--- src/rtl/cmd_packet_tx.sv ---
// Host-side command packet serialiser feeding a UART TX byte handshake.
// Define PKT_CHECKSUM_EN to append an XOR checksum byte to every packet.
module cmd_packet_tx #(
  parameter int          DATA_BIT   = 32,
  parameter int          PACK_NUM   = 4,
  parameter logic [7:0]  CMD_DATA   = 8'h0B,
  parameter logic [7:0]  CMD_FREQ   = 8'h0A,
  parameter int          GAP_CYCLES = 0
) (
  input  logic                clk_i,
  input  logic                rst_ni,
  input  logic                req_valid_i,
  output logic                req_ready_o,
  input  logic                req_type_i,
  input  logic [DATA_BIT-1:0] req_pattern_i,
  input  logic [3:0]          req_channel_i,
  input  logic                req_mode_i,
  input  logic [7:0]          req_slow_i,
  input  logic [7:0]          req_fast_i,
  output logic                tx_start_o,
  output logic [7:0]          tx_data_o,
  input  logic                tx_done_tick_i,
  output logic                busy_o,
  output logic                pkt_done_tick_o
);

  typedef enum logic [2:0] {IDLE, LOAD, START, WAIT_DONE, GAP, DONE} state_t;

`ifdef PKT_CHECKSUM_EN
  localparam int CHK_LEN = 1;
`else
  localparam int CHK_LEN = 0;
`endif
  localparam logic [3:0] LAST_DATA = 4'(PACK_NUM + 1 + CHK_LEN);
  localparam logic [3:0] LAST_FREQ = 4'(PACK_NUM + 2 + CHK_LEN);
  localparam logic [7:0] GAP_LAST  = 8'(GAP_CYCLES - 1);

  state_t                state_r, state_nxt_s;
  logic [3:0]            byte_cnt_r, cnt_nxt_s;
  logic [7:0]            gap_cnt_r;
  logic                  type_r, mode_r;
  logic [DATA_BIT-1:0]   pattern_r;
  logic [3:0]            channel_r;
  logic [7:0]            slow_r, fast_r;
  logic                  tx_start_r, pkt_done_r, ready_r;
  logic [7:0]            tx_data_r;
  logic [7:0]            byte_s, chk_s;
  logic                  accept_s, last_s;

  // Byte at position idx of the packet described by the latched request fields.
  function automatic logic [7:0] pkt_byte(input logic [3:0] idx, input logic typ,
                                          input logic [DATA_BIT-1:0] pat, input logic [3:0] ch,
                                          input logic md, input logic [7:0] slow,
                                          input logic [7:0] fast, input logic [7:0] chk);
    logic [7:0] b;
    b = 8'h00;
    if (idx == 4'd0) begin
      b = typ ? CMD_FREQ : CMD_DATA;
    end else if (idx == 4'(PACK_NUM + 1)) begin
      b = typ ? slow : {ch, 1'b0, md, 2'b01};
    end else if (idx == 4'(PACK_NUM + 2)) begin
      b = typ ? fast : chk;
    end else if (idx == 4'(PACK_NUM + 3)) begin
      b = chk;
    end else begin
      for (int k = 0; k < PACK_NUM; k++) begin
        if (idx == 4'(k + 1)) begin
          b = pat[8*(PACK_NUM-1-k) +: 8];
        end else begin
          b = b;
        end
      end
    end
    return b;
  endfunction

  assign accept_s = (state_r == IDLE) && req_valid_i;
  assign last_s   = (byte_cnt_r == (type_r ? LAST_FREQ : LAST_DATA));

`ifdef PKT_CHECKSUM_EN
  logic [7:0] chk_r;

  // Running XOR of every byte already handed to the UART.
  function automatic logic [7:0] chk_next(input logic [7:0] acc, input logic [7:0] b);
    return acc ^ b;
  endfunction

  // Checksum accumulator: cleared on accept, folded with each loaded byte.
  always_ff @(posedge clk_i or negedge rst_ni) begin
    if (!rst_ni) begin
      chk_r <= 8'h00;
    end else if (accept_s) begin
      chk_r <= 8'h00;
    end else if (state_nxt_s == START) begin
      chk_r <= chk_next(chk_r, byte_s);
    end else begin
      chk_r <= chk_r;
    end
  end

  assign chk_s = chk_r;
`else
  assign chk_s = 8'h00;
`endif

  // Byte selected with the post-edge counter so tx_data matches the START cycle.
  assign byte_s = pkt_byte(cnt_nxt_s, type_r, pattern_r, channel_r, mode_r, slow_r, fast_r, chk_s);

  // Next-state and next byte-index logic.
  always_comb begin
    state_nxt_s = state_r;
    cnt_nxt_s   = byte_cnt_r;
    case (state_r)
      IDLE: begin
        cnt_nxt_s = 4'd0;
        if (req_valid_i) state_nxt_s = LOAD;
        else             state_nxt_s = IDLE;
      end
      LOAD:  state_nxt_s = START;
      START: state_nxt_s = WAIT_DONE;
      WAIT_DONE: begin
        if (!tx_done_tick_i) begin
          state_nxt_s = WAIT_DONE;
        end else if (last_s) begin
          state_nxt_s = DONE;
        end else begin
          cnt_nxt_s = byte_cnt_r + 4'd1;
          if (GAP_CYCLES == 0) state_nxt_s = START;
          else                 state_nxt_s = GAP;
        end
      end
      GAP: begin
        if (gap_cnt_r == GAP_LAST) state_nxt_s = START;
        else                       state_nxt_s = GAP;
      end
      DONE:    state_nxt_s = IDLE;
      default: state_nxt_s = IDLE;
    endcase
  end

  // FSM state, byte index and inter-byte gap counter.
  always_ff @(posedge clk_i or negedge rst_ni) begin
    if (!rst_ni) begin
      state_r    <= IDLE;
      byte_cnt_r <= 4'd0;
      gap_cnt_r  <= 8'd0;
    end else begin
      state_r    <= state_nxt_s;
      byte_cnt_r <= cnt_nxt_s;
      gap_cnt_r  <= (state_r == GAP) ? gap_cnt_r + 8'd1 : 8'd0;
    end
  end

  // Request capture; inputs are ignored once the packet is under way.
  always_ff @(posedge clk_i or negedge rst_ni) begin
    if (!rst_ni) begin
      type_r    <= 1'b0;
      pattern_r <= '0;
      channel_r <= 4'd0;
      mode_r    <= 1'b0;
      slow_r    <= 8'h00;
      fast_r    <= 8'h00;
    end else if (accept_s) begin
      type_r    <= req_type_i;
      pattern_r <= req_pattern_i;
      channel_r <= req_channel_i;
      mode_r    <= req_mode_i;
      slow_r    <= req_slow_i;
      fast_r    <= req_fast_i;
    end else begin
      type_r    <= type_r;
      pattern_r <= pattern_r;
      channel_r <= channel_r;
      mode_r    <= mode_r;
      slow_r    <= slow_r;
      fast_r    <= fast_r;
    end
  end

  // Registered outputs, decoded from the state being entered.
  always_ff @(posedge clk_i or negedge rst_ni) begin
    if (!rst_ni) begin
      tx_start_r <= 1'b0;
      tx_data_r  <= 8'h00;
      pkt_done_r <= 1'b0;
      ready_r    <= 1'b1;
    end else begin
      tx_start_r <= (state_nxt_s == START);
      tx_data_r  <= (state_nxt_s == START) ? byte_s : tx_data_r;
      pkt_done_r <= (state_nxt_s == DONE);
      ready_r    <= (state_nxt_s == IDLE);
    end
  end

  assign tx_start_o      = tx_start_r;
  assign tx_data_o       = tx_data_r;
  assign pkt_done_tick_o = pkt_done_r;
  assign req_ready_o     = ready_r;
  assign busy_o          = ~ready_r;

endmodule

--- config.mk ---
export PLATFORM = sky130hd
export DESIGN_NAME = cmd_packet_tx
export DESIGN_NICKNAME = d
export VERILOG_FILES = /design/src/rtl/cmd_packet_tx.sv
export SDC_FILE = /design/constraint.sdc
export NUM_CORES = 1
export LEC_CHECK = 0
export CELL_PAD_IN_SITES_DETAIL_PLACEMENT = 1
export CELL_PAD_IN_SITES_GLOBAL_PLACEMENT = 2
export CORE_MARGIN = 4
export CORE_UTILIZATION = 32
export CTS_BUF_LIST = sky130_fd_sc_hd__clkbuf_16
export DETAILED_ROUTE_END_ITERATION = 8
export PLACE_DENSITY_LB_ADDON = 0.1
export SLEW_MARGIN = 20
export SYNTH_ARGS = -nofsm -noshare
export SYNTH_HDL_FRONTEND = slang
export SYNTH_SLANG_ARGS = --single-unit
--- constraint.sdc ---
create_clock -name clk_i -period 2.51 [get_ports clk_i]
set_input_delay 0.502 -clock clk_i [delete_from_list [all_inputs] [get_ports clk_i]]
set_output_delay 0.502 -clock clk_i [all_outputs]
set_load 0.05 [all_outputs]
=== Word-level counts from Yosys, hierarchy flattened ===
Index checks and enable logic that the tools add are counted.

* Register bits after elaboration: 80
* Latch bits: 0
* RAM bits: 0
* ROM bits: 0
* Input port bits: 58
* Output and inout bits: 12
* Logic and storage cells: 56
* Memories: 0

* Add/subtract/negate cells: 2
* $mul: 0
* Divide/modulo/power cells: 0
* Order comparisons: 0
* Eq/ne operators: 15
* Shifts and indexed selects: 0
* Mux-type cells: 21
* Bitwise gates (word level): 1
* Reduce and logical (&&, ||, !) cells: 4

{| class="wikitable"
|+ Operator list
! kind !! count
|-
| 8-bit 2-to-1 mux || 11
|-
| 4-bit by 3-bit equality test with 1-bit output (second input constant) || 4
|-
| 3-bit case mux with 5 select lines || 1
|-
| 3-bit by 2-bit equality test with 1-bit output (second input constant) || 3
|-
| 3-bit 2-to-1 mux || 3
|-
| 8-bit by 1-bit adder with 8-bit output (second input constant) || 1
|-
| 4-bit by 2-bit equality test with 1-bit output (second input constant) || 2
|-
| 8-bit equality test (second input constant) || 1
|-
| 4-bit 2-to-1 mux || 2
|-
| 4-bit case mux with 2 select lines || 1
|-
| 3-bit equality test (second input constant) || 2
|-
| 3-bit logical NOT || 2
|-
| 4-bit by 1-bit adder with 4-bit output (second input constant) || 1
|-
| 4-bit by 1-bit equality test with 1-bit output (second input constant) || 1
|-
| 4-bit by 3-bit equality test with 1-bit output || 1
|-
| 4-bit logical NOT || 1
|-
| 3-bit by 1-bit equality test with 1-bit output (second input constant) || 1
|-
| 1-bit 2-to-1 mux || 2
|-
| 2-bit 2-to-1 mux || 1
|-
| 1-bit logical AND || 1
|-
| 1-bit NOT || 1
|}

=== Logic depth before layout (Yosys ltp) ===
* Word-level depth: 14
* Gate-level depth with buffers: 11
* Gate-level depth less buffers: 8

=== Worst setup path before layout ===
No wires, ideal clock.

* Kind: input port to flip-flop
* From: input port tx_done_tick_i
* To: register tx_data_r[3], in the netlist tx_data_o[3]
* Setup time: 0.088 ns
* Arrival: 2.376 ns
* Required time: 2.422 ns
* Slack: 0.046 ns
* Cell stages on the path: 9
* Path buffers: 2
* Path through: buf_2 nand2_1 or4_1 and3_1 a2111oi_4 buf_6 a31oi_1 a32o_1 a41oi_1

* Longest elaborated chain between the ends: 11
* Elaborated cells between the ends (all ways): 21
* Classes of those cells: eq/ne: 8; mux: 12; reduce/logical: 1

{| class="wikitable"
|+ RTL lines
! element !! line !! text
|-
| start: declaration || 22 || <nowiki>input logic tx_done_tick_i,</nowiki>
|-
| 4-bit 2-to-1 mux || 122 || <nowiki>if (!tx_done_tick_i) begin</nowiki>
|-
| 4-bit case mux with 2 select lines || 113 || <nowiki>case (state_r)</nowiki>
|-
| 4-bit by 1-bit equality test with 1-bit output || 67 || <nowiki>if (idx == 4'(k + 1)) begin</nowiki>
|-
| 8-bit 2-to-1 mux (4 in a row) || 67 ||
|-
| 8-bit 2-to-1 mux || 63 || <nowiki>end else if (idx == 4'(PACK_NUM + 3)) begin</nowiki>
|-
| 8-bit 2-to-1 mux || 61 || <nowiki>end else if (idx == 4'(PACK_NUM + 2)) begin</nowiki>
|-
| 8-bit 2-to-1 mux || 59 || <nowiki>end else if (idx == 4'(PACK_NUM + 1)) begin</nowiki>
|-
| 8-bit 2-to-1 mux || 57 || <nowiki>if (idx == 4'd0) begin</nowiki>
|-
| end signal: assignment || 189 || <nowiki>tx_data_r <= (state_nxt_s == START) ? byte_s : tx_data_r;</nowiki>
|-
| end: declaration || 46 || <nowiki>logic [7:0] tx_data_r;</nowiki>
|}

Parallel ways exist; a longest one is shown, timed or not.
A chain may end at the register's enable or synchronous reset.

=== Worst setup path after layout ===
* From: register state_r[0]
* To: register tx_data_r[5], in the netlist tx_data_o[5]

* Longest elaborated chain between the ends: 11
* Elaborated cells between the ends (all ways): 24
* Classes of those cells: eq/ne: 12; mux: 10; reduce/logical: 2

{| class="wikitable"
|+ RTL lines
! element !! line !! text
|-
| start: declaration || 38 || <nowiki>state_t state_r, state_nxt_s;</nowiki>
|-
| start signal: assignment || 148 || <nowiki>state_r <= state_nxt_s;</nowiki>
|-
| 3-bit by 2-bit equality test with 1-bit output or 3-bit logical NOT (tied branches) || 113 ||
|-
| 4-bit case mux with 2 select lines || 113 ||
|-
| 4-bit by 1-bit equality test with 1-bit output || 67 ||
|-
| 8-bit 2-to-1 mux (4 in a row) || 67 ||
|-
| 8-bit 2-to-1 mux || 63 ||
|-
| 8-bit 2-to-1 mux || 61 ||
|-
| 8-bit 2-to-1 mux || 59 ||
|-
| 8-bit 2-to-1 mux || 57 ||
|}

Parallel ways exist; a longest one is shown, timed or not.

==> summary.txt <==
Outcome
  – Outcome: finished clean

Route
  – 1st-pass router iterations: 6
  – DR DRC count: 0
  – Vias per inst: 5.12
  – DR WL/cell: 18.5 um
  – Antenna Nets Post-Route: 0
  – DR vias: 2,915
  – DRT iter0 DRCs: 139
  – Post-Route WL: 10.5 mm

Hold path
  – Worst hold-check path type: in -> async

Worst setup path
  – Crit Path Class: reg -> reg
  – R2r setup slk: 20 ps
  – Crit Reg-Reg Startpoint: state_r[0]
  – Worst Reg2Reg Path Length in Cells: 8
  – Worst-path maximum fanout: 7
  – CP Launch Type: flop
  – Crit. End Element: flop
  – Worst Path Arrival: 2690 ps
  – CP Data Required Time: 2710 ps
  – End of the worst register-to-register path: tx_data_o[5]

STA
  – Hold Fails Final Rpt: 0
  – Final worst slack: 20.0 ps
  – Max-slew headroom: 0.637
  – Tightest Pin Transition: 545 ps
  – Clock skew: 4.79 ps
  – Final Max Slew Viols: 0
  – Post-route minimum period: 2490 ps
  – Post-route clock period utilization: 0.992
  – RSZ-0062 raised after global routing: true
  – Final setup fails: 0
  – Fmax: 402 MHz

CTS
  – Root Buffer: clkbuf_16
  – CTS tree: built
  – Number of H-tree levels: 3
  – Worst skew pair latency: 330 ps
  – CTS Buffer Depth: 2
  – Cts bufs inserted: 9
  – Worst-path clk slew: 60 ps
  – Hold-fix buffers at CTS: 0
  – Num Clock Sinks: 80

Yosys
  – #FFs+latches synth: 80
  – Post-Synthesis Net Count: 369
  – Most used DFF post-synth: dfrtp_1
  – Yosys warnings: 0
  – Post-synth EDFFs: 0
  – Top cells by count, synth: dfrtp_1 (79), mux2_2 (61), nor2_1 (21)
  – Mean post-synth cell area: 12.5 sq um
  – Cell accounting for the most synthesized area: dfrtp_1
  – Synthesized area: 3850 sq um
  – Synth top area share: 0.513
  – Post-synth cell types: 60
  – Cells after Synth: 309
  – Count leader, synth: dfrtp_1
  – Ys async rst share: 1.00
  – Dominant cells by area after synthesis: dfrtp_1 (51%), mux2_2 (18%), a221oi_2 (2.3%), nor2_1 (2.0%), nand3_1 (1.6%)
  – Sequential share of the synthesized area: 0.520

Job
  – Max cap viols: 0

Floorplanning
  – Die Height: 118 um
  – Die area: 13,900 sq um
  – Die Wd: 118 um
  – Starting Density: 0.332
  – Core ar.: 11,600 sq um
  – Ports: 70
  – Number of core rows: 39

Power
  – PwrDens: 1260 nW/um^2
  – Peak VDD IR: 0.000515 V
  – Pleak: 2.32 nW

Global route
  – Grt total ovfl: 0
  – Largest net degree at the start of global routing: 55
  – Initial antenna violation count: 0
  – Vias in the first global route: 3,327
  – First-pass GRT wire length: 17.4 mm
  – Gr usage total: 0.158

Final layout
  – Fill cells: 1,220
  – Final Net Count: 481
  – P&R area growth vs syn: 43.1%
  – Ant. Diodes: 0
  – Share of cells above drive strength 1: 0.397
  – Utilization after layout: 0.475

Placed design
  – Final estimated routing congestion in global placement: 0.798
  – Worst slack, placed: -470 ps
  – Detailed placement HPWL: 7.71 mm
  – IO buf count: 69
critical path: stages (launching register included):
cell and delay [ps]:
dfrtp_2 440, xor2_2 200, or2_1 260, o31a_1 340, nor2_4 160, buf_12 140, mux2_1 330, a222oi_1 370
a22oi_1 110
registers in the layout (all words and copies together), names as in the netlist:
register	count
pattern_r	32
fast_r	8
gap_cnt_r	8
slow_r	8
tx_data_o	8
byte_cnt_r	4
channel_r	4
state_r	3
mode_r	1
pkt_done_tick_o	1
req_ready_o	1
tx_start_o	1
type_r	1
placed cells by master, fill, tap and decap left out, types with 5 or more instances in the layout:
cell type | Yosys | final
mux2_2 | 61 | 59
nand2_1 | 14 | 12
dfrtp_1 | 79 | 75
buf_4 | 1 | 40
o21ai_0 | 8 | 8
clkdlybuf4s50_1 | 0 | 67
inv_1 | 4 | 5
nor2_1 | 21 | 19
buf_6 | 3 | 6
and3_1 | 9 | 7
a221oi_2 | 6 | 5
clkbuf_16 | 0 | 9
nand3_1 | 12 | 12
routing by layer:
layer | up-vias | share of wire | GRT usage
li1 | 1377 | - | -
met1 | 1473 | 0.42 | 0.191
met2 | 51 | 0.54 | 0.282
met3 | 14 | 0.027 | 0.0308
met4 | 0 | 0.015 | 0.0505
met5 | - | 0 | 0
where the power goes:
group / switching [mW] / total (mW) / internal, mW
clock: 0.522 / 1.49 / 0.965
combinational: 1.57 / 3.29 / 1.71
sequential: 0.368 / 2.18 / 1.81
layout make-up:
class                           instances  area [sq um]  share of cell area
Sequential cell                        80          2010               0.364
Multi-Input combinational cell        207          1860               0.337
Timing Repair Buffer                  117          1110               0.201
Clock buffer                            9           225              0.0408
Tap cell                              143           179              0.0324
Clock inverter                          7           110              0.0200
Inverter                                6          27.5             0.00499
cells by family (layout without fill, tap and decap cells):
kind of cell,Yosys count,count (layout),share of synthesized area
XOR/XNOR,7,7,0.0159
adder cells (fa/ha/maj),2,2,0.00649
AND/OR/NAND/NOR,80,80,0.113
AO/OA/AOI/OAI,54,54,0.126
buffers and inverters,22,139,0.0312
multiplexers,64,64,0.188
flip-flops,80,80,0.520
per-stage QoR:
stage / power, mW / setup TNS (ps) / instance area (sq um) / std cells / hold slack, ps
after floorplan: 3.94 / 0 / 3850 / 309 / 206
after global placement: 5.09 / -3280 / 4990 / 547 / 441
after detailed placement: 5.16 / -3540 / 4990 / 547 / 452
after CTS: 6.75 / 0 / 5360 / 565 / 175
after global routing: 7.39 / -321 / 5520 / 569 / 200
final: 6.95 / 0 / 5520 / 569 / 145
worst max path at each step:
stage	slack [ps]	startpoint	cells after the start	end
global route	-90	state_r[0]	8	tx_data_o[4]
detailed placement	-470	tx_done_tick_i	11	tx_data_o[0]
floorplan	50	tx_done_tick_i	9	tx_data_o[3]
global placement	-440	tx_done_tick_i	9	tx_data_o[1]
finish	20	state_r[0]	8	tx_data_o[5]
CTS	10	byte_cnt_r[1]	8	tx_data_o[5]
timing repair:
item | 4_1_cts | 5_1_grt
cloned | 0 | 0
endpoints found under the setup margin | 8 | 8
pin swaps | 9 | 21
resized for setup | 7 | 29
setup buffers | 2 | 4
(Power assumes the default switching activity.)
